$ cat src/rtl/sram_sched_pkg.sv
// sram_sched_pkg
// Shared definitions for the SRAM FIFO command scheduler:
//   state_t            scheduler FSM states
//   GNT_WR / GNT_RD    bit positions of the write / read side in req/gnt vectors
//   RD_TIMEOUT_DEFAULT default read-response timeout in cycles
package sram_sched_pkg;

  typedef enum logic [2:0] {
    IDLE     = 3'd0,
    WR_ISSUE = 3'd1,
    WR_WAIT  = 3'd2,
    RD_ISSUE = 3'd3,
    RD_WAIT  = 3'd4
  } state_t;

  localparam int GNT_WR = 0;
  localparam int GNT_RD = 1;

  localparam int RD_TIMEOUT_DEFAULT = 255;

endpackage

$ cat src/rtl/rr_arb2.sv
// rr_arb2
// Two-way round-robin arbiter. A lone requester always wins; on a tie the
// side that was not granted last wins. The "last granted" pointer moves on
// every advance that carries a grant.
// Ports:
//   clk, rst_n  clock / asynchronous active-low reset
//   req[1:0]    requests, indexed by GNT_WR / GNT_RD
//   advance     grant is being consumed this cycle; update the pointer
//   gnt[1:0]    one-hot (or zero) grant, combinational from req
module rr_arb2
  import sram_sched_pkg::*;
(
  input  logic       clk,
  input  logic       rst_n,
  input  logic [1:0] req,
  input  logic       advance,
  output logic [1:0] gnt
);

  // 1 = read was granted last, so write wins the next tie.
  logic last_rd_reg;

  always_comb begin
    gnt = 2'b00;
    if (req[GNT_WR] && req[GNT_RD]) begin
      if (last_rd_reg) gnt[GNT_WR] = 1'b1;
      else             gnt[GNT_RD] = 1'b1;
    end else begin
      gnt = req;
    end
  end

  always_ff @(posedge clk or negedge rst_n) begin
    if (!rst_n) begin
      last_rd_reg <= 1'b1;
    end else if (advance && (gnt != 2'b00)) begin
      last_rd_reg <= gnt[GNT_RD];
    end
  end

endmodule

$ cat src/rtl/sram_fifo_sched.sv
// sram_fifo_sched
// Arbitrates a producer (write) and a consumer (read) onto a single SRAM
// FIFO command port, one outstanding command at a time.
// Ports:
//   clk, rst_n              clock / asynchronous active-low reset
//   wr_req, wr_data         producer request (level) and word
//   wr_done, wr_err         one-cycle completion pulse, err = overflow reject
//   rd_req                  consumer request (level)
//   rd_data                 last successfully read word
//   rd_done, rd_err         one-cycle completion pulse, err = empty/timeout
//   f_we, f_re, f_data_in   FIFO command pulses and write word
//   f_data_out, f_data_r_rdy, f_busy, f_overflow, f_empty  FIFO status
module sram_fifo_sched
  import sram_sched_pkg::*;
#(
  parameter int RD_TIMEOUT = RD_TIMEOUT_DEFAULT,
  parameter int DW         = 32
) (
  input  logic          clk,
  input  logic          rst_n,
  input  logic          wr_req,
  input  logic [DW-1:0] wr_data,
  output logic          wr_done,
  output logic          wr_err,
  input  logic          rd_req,
  output logic [DW-1:0] rd_data,
  output logic          rd_done,
  output logic          rd_err,
  output logic          f_we,
  output logic          f_re,
  output logic [DW-1:0] f_data_in,
  input  logic [DW-1:0] f_data_out,
  input  logic          f_data_r_rdy,
  input  logic          f_busy,
  input  logic          f_overflow,
  input  logic          f_empty
);

  localparam int CW = (RD_TIMEOUT < 1) ? 1 : $clog2(RD_TIMEOUT + 1);
  localparam logic [CW:0] TMO_LIMIT = RD_TIMEOUT[CW:0];

  state_t          state_reg, state_next;
  logic [CW-1:0]   cnt_reg;
  logic [CW:0]     cnt_inc;
  logic            tmo_hit;
  logic            wr_gap_ok;
  logic            arb_go;
  logic [1:0]      arb_req, gnt;
  logic            gnt_wr, gnt_rd;
  logic            wr_done_reg, wr_err_reg, rd_done_reg, rd_err_reg;
  logic [DW-1:0]   f_data_in_reg, rd_data_reg;

  // Requests are only looked at in IDLE while the FIFO is free, so the
  // arbiter pointer only moves on real grants.
  assign arb_go           = (state_reg == IDLE) && !f_busy;
  assign arb_req[GNT_WR]  = arb_go && wr_req;
  assign arb_req[GNT_RD]  = arb_go && rd_req;

  rr_arb2 u_arb (
    .clk     (clk),
    .rst_n   (rst_n),
    .req     (arb_req),
    .advance (arb_go),
    .gnt     (gnt)
  );

  assign gnt_wr = gnt[GNT_WR];
  assign gnt_rd = gnt[GNT_RD];

  // The counter is cleared in either ISSUE state. In WR_WAIT a nonzero value
  // means at least two cycles have passed since the f_we pulse; in RD_WAIT it
  // is the timeout count. It saturates at RD_TIMEOUT.
  assign cnt_inc   = {1'b0, cnt_reg} + {{CW{1'b0}}, 1'b1};
  assign tmo_hit   = (cnt_inc >= TMO_LIMIT);
  assign wr_gap_ok = (cnt_reg != '0);

  // State register
  always_ff @(posedge clk or negedge rst_n) begin
    if (!rst_n) state_reg <= IDLE;
    else        state_reg <= state_next;
  end

  // Next-state logic
  always_comb begin
    state_next = state_reg;
    case (state_reg)
      IDLE: begin
        if (gnt_wr && !f_overflow)   state_next = WR_ISSUE;
        else if (gnt_rd && !f_empty) state_next = RD_ISSUE;
      end
      WR_ISSUE: state_next = WR_WAIT;
      WR_WAIT:  if (wr_gap_ok && !f_busy) state_next = IDLE;
      RD_ISSUE: state_next = RD_WAIT;
      RD_WAIT:  if (f_data_r_rdy || tmo_hit) state_next = IDLE;
      default:  state_next = IDLE;
    endcase
  end

  // Command outputs
  always_comb begin
    f_we = 1'b0;
    f_re = 1'b0;
    case (state_reg)
      WR_ISSUE: f_we = 1'b1;
      RD_ISSUE: f_re = 1'b1;
      default: ;
    endcase
  end

  // Registered completion pulses, data latches and wait counter.
  always_ff @(posedge clk or negedge rst_n) begin
    if (!rst_n) begin
      wr_done_reg   <= 1'b0;
      wr_err_reg    <= 1'b0;
      rd_done_reg   <= 1'b0;
      rd_err_reg    <= 1'b0;
      f_data_in_reg <= '0;
      rd_data_reg   <= '0;
      cnt_reg       <= '0;
    end else begin
      wr_done_reg <= 1'b0;
      wr_err_reg  <= 1'b0;
      rd_done_reg <= 1'b0;
      rd_err_reg  <= 1'b0;
      case (state_reg)
        IDLE: begin
          if (gnt_wr) begin
            if (f_overflow) begin
              wr_done_reg <= 1'b1;
              wr_err_reg  <= 1'b1;
            end else begin
              f_data_in_reg <= wr_data;
            end
          end
          if (gnt_rd && f_empty) begin
            rd_done_reg <= 1'b1;
            rd_err_reg  <= 1'b1;
          end
        end
        WR_ISSUE, RD_ISSUE: cnt_reg <= '0;
        WR_WAIT: begin
          if (wr_gap_ok && !f_busy) wr_done_reg <= 1'b1;
          if (cnt_inc <= TMO_LIMIT) cnt_reg <= cnt_inc[CW-1:0];
        end
        RD_WAIT: begin
          if (f_data_r_rdy) begin
            rd_data_reg <= f_data_out;
            rd_done_reg <= 1'b1;
          end else if (tmo_hit) begin
            rd_done_reg <= 1'b1;
            rd_err_reg  <= 1'b1;
          end
          if (cnt_inc <= TMO_LIMIT) cnt_reg <= cnt_inc[CW-1:0];
        end
        default: ;
      endcase
    end
  end

  assign wr_done   = wr_done_reg;
  assign wr_err    = wr_err_reg;
  assign rd_done   = rd_done_reg;
  assign rd_err    = rd_err_reg;
  assign f_data_in = f_data_in_reg;
  assign rd_data   = rd_data_reg;

endmodule

$ cat config.mk
export PLATFORM = sky130hd
export DESIGN_NAME = sram_fifo_sched
export DESIGN_NICKNAME = d
export VERILOG_FILES = /design/src/rtl/sram_sched_pkg.sv /design/src/rtl/rr_arb2.sv /design/src/rtl/sram_fifo_sched.sv
export SDC_FILE = /design/constraint.sdc
export NUM_CORES = 1
export LEC_CHECK = 0
export BUFFER_PORTS_ARGS = -buffer_cell sky130_fd_sc_hd__buf_2
export CORE_ASPECT_RATIO = 1.25
export CORE_MARGIN = 5
export CORE_UTILIZATION = 45
export CTS_BUF_LIST = sky130_fd_sc_hd__clkbuf_8
export CTS_CLUSTER_DIAMETER = 30
export CTS_CLUSTER_SIZE = 20
export DETAILED_ROUTE_END_ITERATION = 10
export GPL_TIMING_DRIVEN = 0
export PLACE_DENSITY = 0.79
export SYNTH_ARGS = -nofsm -noshare
export SYNTH_HDL_FRONTEND = slang
export SYNTH_SLANG_ARGS = --single-unit
export TNS_END_PERCENT = 50
$ cat constraint.sdc
create_clock -name clk -period 2.7 [get_ports clk]
set_clock_uncertainty 0.15 [all_clocks]
set_input_delay 0.54 -clock clk [delete_from_list [all_inputs] [get_ports clk]]
set_output_delay 0.54 -clock clk [all_outputs]
set_load 0.02 [all_outputs]
# Word level (Yosys, flattened, before mapping)
# Index checks and enable logic that the tools add are counted.
word_totals:
  input_bits: 72
  ff_bits: 80
  elab_cells: 67
  output_inout_bits: 70
op_classes:
  bitwise: 1
  n_eq_ne: 8
  addsub: 1
  reduce_logical: 23
  magnitude_cmp: 2
  muxes: 23
op_table:
  columns: ["op", "count"]
  rows:
  - ["$pmux 8 s2", 1]
  - ["$pmux 3 s5", 1]
  - ["$mux 1", 12]
  - ["$mux 3", 4]
  - ["$add 8x1->9 const B", 1]
  - ["$ge 9x8->1 const B", 1]
  - ["$le 9x8->1 const B", 1]
  - ["$logic_and 1x1->1", 9]
  - ["$mux 8", 1]
  - ["$reduce_bool 8->1", 1]
  - ["$eq 3x2->1 const B", 2]
  - ["$pmux 1 s2", 3]
  - ["$reduce_and 3->1", 2]
  - ["$ne 2x2->1 const B", 2]
  - ["$reduce_and 2->1", 2]
  - ["$reduce_bool 2->1", 2]
  - ["$reduce_or 2->1", 2]
  - ["$eq 3x1->1 const B", 1]
  - ["$eq 3x3->1 const B", 1]
  - ["$logic_not 1->1", 3]
  - ["$logic_not 3->1", 1]
  - ["$ne 3x1->1 const B", 1]
  - ["$mux 2", 1]
  - ["$ne 2x1->1 const B", 1]
  - ["2 further kinds", 2]

# Logic depth before layout (Yosys ltp)
# Gate-level depths: netlist (run 1).
logic_depth:
  word_depth: 9
  ltp_mapped: 7
  mapped_depth_nobuf: 6

# By module
# Synthesis (run 1) repeated with hierarchy kept, for this count alone.
unflattened:
  cells_unflattened: 251
  hier_area_um2: 3543.4
modules_own_cells:
  columns: ["module", "seq_area_each_um2", "area_per_inst_um2", "cells_each", "instances"]
  rows:
  - ["sram_fifo_sched", 1976.9, 3487.1, 245, 1]
  - ["rr_arb2", 26.3, 56.3, 6, 1]

# Worst setup path before layout (run 1)
# OpenSTA, ideal clock, no wires.
synth_path:
  kind: "register to register"
  start: "reg cnt_reg[0]"
  end: "reg cnt_reg[1]"
  path_slack_ns: 0.841
  path_stages_with_launch: 7
  required_ns: 2.484
  arrival_ns: 1.643
  cell_sequence: "dfrtp_1 ha_1 nor2b_1 o2111ai_1 a211o_2 a211oi_1 a41o_1"
synth_between:
  elab_chain_len: 4
  word_cells_on_any_way: 6
  cone_classes: "add/sub: 1; order compare: 1; eq/ne: 1; mux: 2; reduce/logical: 1"
synth_lines:
  columns: ["element", "line", "source"]
  rows:
  - ["start, declared", "sram_fifo_sched.sv:43", "logic [CW-1:0] cnt_reg;"]
  - ["start signal, assigned", "sram_fifo_sched.sv:143", "if (cnt_inc <= TMO_LIMIT) cnt_reg <= cnt_inc[CW-1:0];"]
  - ["start signal, assigned", "sram_fifo_sched.sv:153", "if (cnt_inc <= TMO_LIMIT) cnt_reg <= cnt_inc[CW-1:0];"]
  - ["$add 8x1->9 *", "sram_fifo_sched.sv:73", "assign cnt_inc = {1'b0, cnt_reg} + {{CW{1'b0}}, 1'b1};"]
  - ["$le 9x8->1", "sram_fifo_sched.sv:143, sram_fifo_sched.sv:153", null]
  - ["$ne 2x1->1 (no source line)", null, null]
  - ["$reduce_and 2->1 (no source line)", null, null]
# Every way passes the cells marked *; elsewhere a longest branch is shown, timed or not. The select of a mux whose other input is x is not followed.
# A chain may end at the register's enable or synchronous reset.

# Worst setup path after layout (run 1)
layout_path:
  start: "reg state_reg[0]"
  end: "out f_re"
layout_between:
  elab_chain_len: 2
layout_lines:
  columns: ["element", "line", "source"]
  rows:
  - ["start, declared", "sram_fifo_sched.sv:42", "state_t state_reg, state_next;"]
  - ["start signal, assigned", "sram_fifo_sched.sv:80", "else state_reg <= state_next;"]
  - ["$eq 3x2->1", "sram_fifo_sched.sv:103", "case (state_reg)"]
  - ["$mux 1", "sram_fifo_sched.sv:103", null]
  - ["end, declared", "sram_fifo_sched.sv:30", "output logic f_re,"]
# Every way passes these cells.

==> results of run 1 <==
[how the worst max path moves through the flow]
stage                  from             to  cells past startpoint
5_1_grt        state_reg[0]           f_re                      4
3_3_place_gp          rst_n  f_data_in[14]                      1
2_1_floorplan    cnt_reg[0]     cnt_reg[1]                      6
4_1_cts        state_reg[0]           f_re                      4
3_5_place_dp     cnt_reg[1]     cnt_reg[3]                      6
6_report       state_reg[0]           f_re                      4
[what timing repair did]
action                    4_1_cts  5_1_grt
resized for setup               0        0
setup buffers                   0        0
hold buffers                    1        0
hold endpoints to repair       15        0
[power by group]
group | internal, uW | switching (uW)
Clock | 337 | 383
Combinational | 935 | 1250
Sequential | 1720 | 252
Total | 3000 | 1880
[metal layers]
layer / vias up / track usage / wire length, um
li1: 1205 / - / -
met1: 1223 / 0.1916 / 2838
met2: 70 / 0.2808 / 4123
met3: 17 / 0.04649 / 501
met4: 2 / 0.07451 / 183
met5: - / 0 / 12
[metrics by stage]
| stage | setup WS [ns] | utilization | hold slack (ns) | area [um^2] | std cells |
|---|---|---|---|---|---|
| after CTS | 0.4155 | 0.5879 | 0.2427 | 4502 | 505 |
| after detailed placement | 0.6146 | 0.5665 | 0.2747 | 4338 | 490 |
| after floorplan | 0.8406 | - | 0.09441 | 3483 | 253 |
| final | 0.4281 | 0.5879 | 0.2664 | 4502 | 505 |
| after global routing | 0.3288 | 0.5879 | 0.2542 | 4502 | 505 |
| after global placement | 0.3916 | 0.5626 | 0.3135 | 4308 | 489 |
[layout make-up]
type / instances / area (um^2) / area share
tap: 95 / 118.9 / 0.02640
buffer: 15 / 96.34 / 0.02140
sequential: 80 / 2003 / 0.4450
multi-input combinational: 153 / 1365 / 0.3032
inverter: 5 / 18.77 / 0.004169
timing repair buffer: 143 / 745.7 / 0.1656
clock inverter: 4 / 16.27 / 0.003613
clock buffer: 10 / 137.6 / 0.03057
[cells in the final DEF, fill, tap and decap left out, types with 3 or more instances in the layout]
master / synthesis / final
nor3_1: 6 / 6
nand2_1: 9 / 9
dfrtp_1: 79 / 79
buf_6: 3 / 3
nand2b_1: 3 / 3
nand3_1: 4 / 4
mux2_4: 10 / 10
nor2b_1: 4 / 4
nor2_1: 9 / 9
inv_1: 5 / 8
buf_2: 8 / 148
ha_1: 3 / 3
buf_4: 2 / 3
o21ai_0: 5 / 5
a21o_1: 4 / 4
nand4_1: 3 / 3
a21oi_1: 4 / 4
clkbuf_8: 0 / 10
a211oi_1: 3 / 3
mux2_2: 53 / 53
[cell families (layout without fill, tap and decap cells)]
group,after synthesis,count (layout),share of synthesized area
and+or+nand+nor,51,51,0.08549
muxes,65,65,0.2205
AOI/OAI and AO/OA,33,33,0.07256
DFF,80,80,0.5751
adders and majority gates,3,3,0.01078
xor gates and xnor gates,1,1,0.002515
buffers and inverters,20,177,0.03305
[critical path, stage by stage, from the launching register on]
cell and delay (ns):
dfrtp_1 0.31, buf_2 0.20, nor2b_1 0.34, and2_1 0.20
buf_2 0.19
==> impl_metrics.py, run 1 <==
metrics = {
    "timing": {
        "slew_headroom": 0.6912,
        "finalCritPeriodShare": 0.8414,
        "period_needed_ns": 2.272,
        "setup_viol": 0,
        "worst_pin_slew_ns": 0.4597,
        "fmax_ghz": 0.4402,
        "timing_hold_violations_final": 0,
        "tns_ns": 0,
        "final_max_slew_viol_count": 0,
        "rsz0062_at_grt": "no",
    },
    "floorplan": {
        "die_h_um": 108.4,
        "start_util": 0.4549,
        "ios": 142,
        "core-area_um2": 7657,
        "die_area_um2": 9611,
        "die_w_um": 88.70,
        "floorplan.rows": 36,
    },
    "worst_setup_path": {
        "reg2reg_depth": 6,
        "arrival_ns": 1.58,
        "rrSetupSlack_ns": 0.56,
        "path_class": "reg -> out",
        "r2r-start": "cnt_reg[1]",
        "worstReg2RegEnd": "cnt_reg[3]",
        "start_kind": "register",
        "endpoint_kind": "primary output",
        "cp_max_fo": 9,
        "required_ns": 2.01,
    },
    "min_path": {
        "hold_start": "f_data_out[7]",
        "min_delay_worst_endpoint": "rd_data[7]",
        "min_path_type": "in -> reg",
        "whs_path_depth": 2,
    },
    "cells_and_area": {
        "area_growth_pct": 29.24,
        "finish.net_count": 482,
        "fill_cells": 673,
        "drive_gt1_frac": 0.5854,
        "antennaDiodeCount": 0,
    },
    "clock_network": {
        "cts.sinks": 80,
        "path_clk_slew_ns": 0.07,
        "htree_levels": 3,
        "clock_path_buffers": 2,
        "cts_tree": "yes",
        "cts_made_buffers": 9,
        "clk_latency_ns": 0.34,
        "root_buffer": "clkbuf_8",
    },
    "drt": {
        "drtPass1Iterations": 4,
        "drc": 0,
        "wirelength_um": 7659,
        "vias": 2517,
        "drt-wirelength-per-cell_um": 15.17,
        "drt_iter0_markers": 91,
        "postRouteAntennaNets": 0,
        "vias_per_cell": 4.984,
    },
    "run_status": {
        "outcome": "complete, no violations",
    },
    "global_routing": {
        "grt_pass1_wl_um": 12300,
        "track_usage": 0.1656,
        "overflow": 0,
        "antenna_found_initial": 1,
        "grt_max_degree": 66,
        "grt_pass1_vias": 2572,
    },
    "logic_synthesis": {
        "synth_area_um2": 3483,
        "ys.flop_type": "dfrtp_1",
        "synth_top_area_frac": 0.5675,
        "synthTopCellsByArea": "dfrtp_1 57%, mux2_2 17%, mux2_4 4.3%",
        "synth_seq_area_share": 0.5751,
        "synth_cell_types": 50,
        "synth_commonest_cells": "79 x dfrtp_1, 53 x mux2_2, 10 x mux2_4",
        "syn_inst": 253,
        "synth_nets": 328,
        "yosysTopAreaCell": "dfrtp_1",
        "synth_edf_count": 0,
        "avgSynthCellArea_um2": 13.77,
        "yosys_warnings": 0,
        "async_reset_ff_frac": 1.000,
        "synth_most_common_cell": "dfrtp_1",
        "synth_seq_cells": 80,
    },
    "power": {
        "ir_worst_vdd_uv": 518.5,
        "p_per_area_nw_per_um2": 1084,
        "p_leak_uw": 0.002409,
        "finalPower_uw": 4878,
    },
    "placed_design": {
        "dp_hpwl_um": 5954,
        "gp_congestion": 0.8253,
        "io_buffers": 141,
    },
    "job": {
        "drv_cap": 0,
    },
}
No activity file was read; power rests on OpenSTA's default activity.
==> inputs of run 2 (changes only) <==
- PLACE_DENSITY: 0.79 -> 0.82
- clock period: 2.7 -> 2.05 ns (I/O delays scaled with it)
==> run 2 against run 1 <==
Effect of this change:
- critical path depth unchanged
- cell count is 1.4% higher
- clock power rose by 71%
- global-route usage increased by 0.23 points
- hold slack got worse by 0.13 ns
- routed wire length increased by 3.1%
- largest cell class unchanged
- largest power group unchanged
- highest routed layer unchanged
==> impl_metrics.py, run 2 (synthesis results as in run 1) <==
metrics = {
    "global_routing": {
        "overflow": 0,
        "grt_pass1_vias": 2548,
        "track_usage": 0.1680,
        "antenna_found_initial": 1,
        "grt_max_degree": 55,
        "grt_pass1_wl_um": 12200,
    },
    "timing": {
        "tns_ns": 0,
        "final_max_slew_viol_count": 0,
        "timing_hold_violations_final": 0,
        "slew_headroom": 0.7513,
        "period_needed_ns": 2.009,
        "fmax_ghz": 0.4977,
        "finalCritPeriodShare": 0.9801,
        "setup_viol": 0,
        "worst_pin_slew_ns": 0.3710,
        "rsz0062_at_grt": "yes",
    },
    "worst_setup_path": {
        "endpoint_kind": "primary output",
        "cp_max_fo": 9,
        "rrSetupSlack_ns": 0.06,
        "start_kind": "register",
        "path_class": "reg -> out",
        "required_ns": 1.49,
        "arrival_ns": 1.45,
    },
    "run_status": {
        "outcome": "complete, no violations",
    },
    "cells_and_area": {
        "fill_cells": 615,
        "stdcell_count": 512,
        "stdcell_area_um2": 4656,
        "finish.net_count": 487,
        "mostFrequentLayoutCells": "145 x buf_2, 78 x dfrtp_1, 53 x mux2_2, 12 x buf_4",
        "area_growth_pct": 33.66,
        "multi_input_area_um2": 1409,
        "drive_gt1_frac": 0.6115,
        "register_area_um2": 2004,
        "antennaDiodeCount": 0,
        "final_common_cell": "buf_2",
    },
    "drt": {
        "drc": 0,
        "vias_per_cell": 4.977,
        "wirelength_um": 7897,
        "postRouteAntennaNets": 0,
        "wl_met1_um": 2888,
        "drt-wirelength-per-cell_um": 15.42,
        "top_layer_used": "met5",
        "drt_iter0_markers": 101,
        "vias": 2548,
        "wl_met2_um": 4283,
        "met3WireLength_um": 497,
        "drtPass1Iterations": 6,
    },
    "job": {
        "drv_cap": 0,
    },
    "clock_network": {
        "cts_made_buffers": 9,
        "clock_path_buffers": 2,
        "path_clk_slew_ns": 0.08,
        "cts_tree": "yes",
        "root_buffer": "clkbuf_8",
        "htree_levels": 3,
        "cts.sinks": 80,
        "clk_latency_ns": 0.34,
    },
    "floorplan": {
        "ios": 142,
        "core-area_um2": 7657,
        "start_util": 0.4549,
        "floorplan.rows": 36,
        "die_area_um2": 9611,
        "die_h_um": 108.4,
        "die_w_um": 88.70,
    },
    "power": {
        "internal-power_uw": 4270,
        "switching_share": 0.3735,
        "power_frac_comb": 0.438,
        "p_per_area_nw_per_um2": 1464,
        "switchingPower_uw": 2545,
        "p_leak_uw": 0.002470,
        "seq_power_share": 0.381,
        "power_frac_clock": 0.181,
        "ir_worst_vdd_uv": 776.3,
    },
    "min_path": {
        "min_path_type": "in -> reg",
    },
    "placed_design": {
        "dp_hpwl_um": 6011,
        "io_buffers": 141,
        "gp_congestion": 0.8255,
        "place_area_um2": 4338,
        "dp_cells": 490,
    },
}
[run 2: cell types whose count changed in the layout (fill, tap and decap cells not counted), moves of 2 or more]
cell	delta
buf_2	-3
buf_4	+9
bufinv_16	+2
nor2b_1	-2
[run 2: through the flow]
step / hold WS [ns] / total power (uW) / setup slack (ns) / util
finish: 0.1387 / 6815 / 0.04076 / 0.6080
global route: 0.1169 / 7210 / -0.01856 / 0.6080
global placement: 0.3167 / 5424 / -0.1053 / 0.5626
floorplan: -0.03559 / 4512 / 0.1906 / -
CTS: 0.1203 / 6851 / -0.005386 / 0.6029
detailed placement: 0.2032 / 5550 / -0.1941 / 0.5665
[run 2: what timing repair did]
action,CTS,global route
setup buffers,2,4
endpoints found under the setup margin,8,51
hold buffers,1,0
resized for setup,9,7
endpoints found under the hold margin,26,0
pin swaps,2,4
[run 2: per-layer routing]
metal,vias to the layer above,GRT usage
met2,67,0.2813
met1,1232,0.1921
li1,1227,-
met5,-,0
met4,2,0.08639
met3,20,0.04802
[run 2: power by group through the flow]
stage | clock network [uW] | registers [uW] | logic [uW]
CTS | 1270 | 2610 | 2970
finish | 1230 | 2600 | 2980
global placement | 0 | 2590 | 2830
detailed placement | 0 | 2640 | 2910
floorplan | 0 | 3420 | 1100
global route | 1330 | 2690 | 3180
[run 2: worst paths after layout]
check                         startpoint                end  cells after the start
max                         state_reg[2]               f_we                      4
min                        f_data_out[7]         rd_data[7]                      2
max reg2reg                   cnt_reg[0]         cnt_reg[1]                      6
min reg2reg                   rd_data[7]         rd_data[7]                      1
max in group asynchronous          rst_n  u_arb.last_rd_reg                      3
min in group asynchronous          rst_n        rd_data[28]                      2
[run 2: worst max-delay path: stages (launching register included)]
cell and delay, ns:
dfrtp_1 0.36, buf_4 0.17, nand2b_1 0.20, nor2_1 0.18, buf_2 0.20
[run 2: cell type report]
class                           instances  share of cell area
Clock buffer                           10             0.02956
Timing Repair Buffer                  149              0.1698
Buffer                                 14             0.02150
Sequential cell                        80              0.4305
Inverter                                5            0.004031
Clock inverter                          6             0.01639
Tap cell                               95             0.02553
Multi-Input combinational cell        153              0.3026
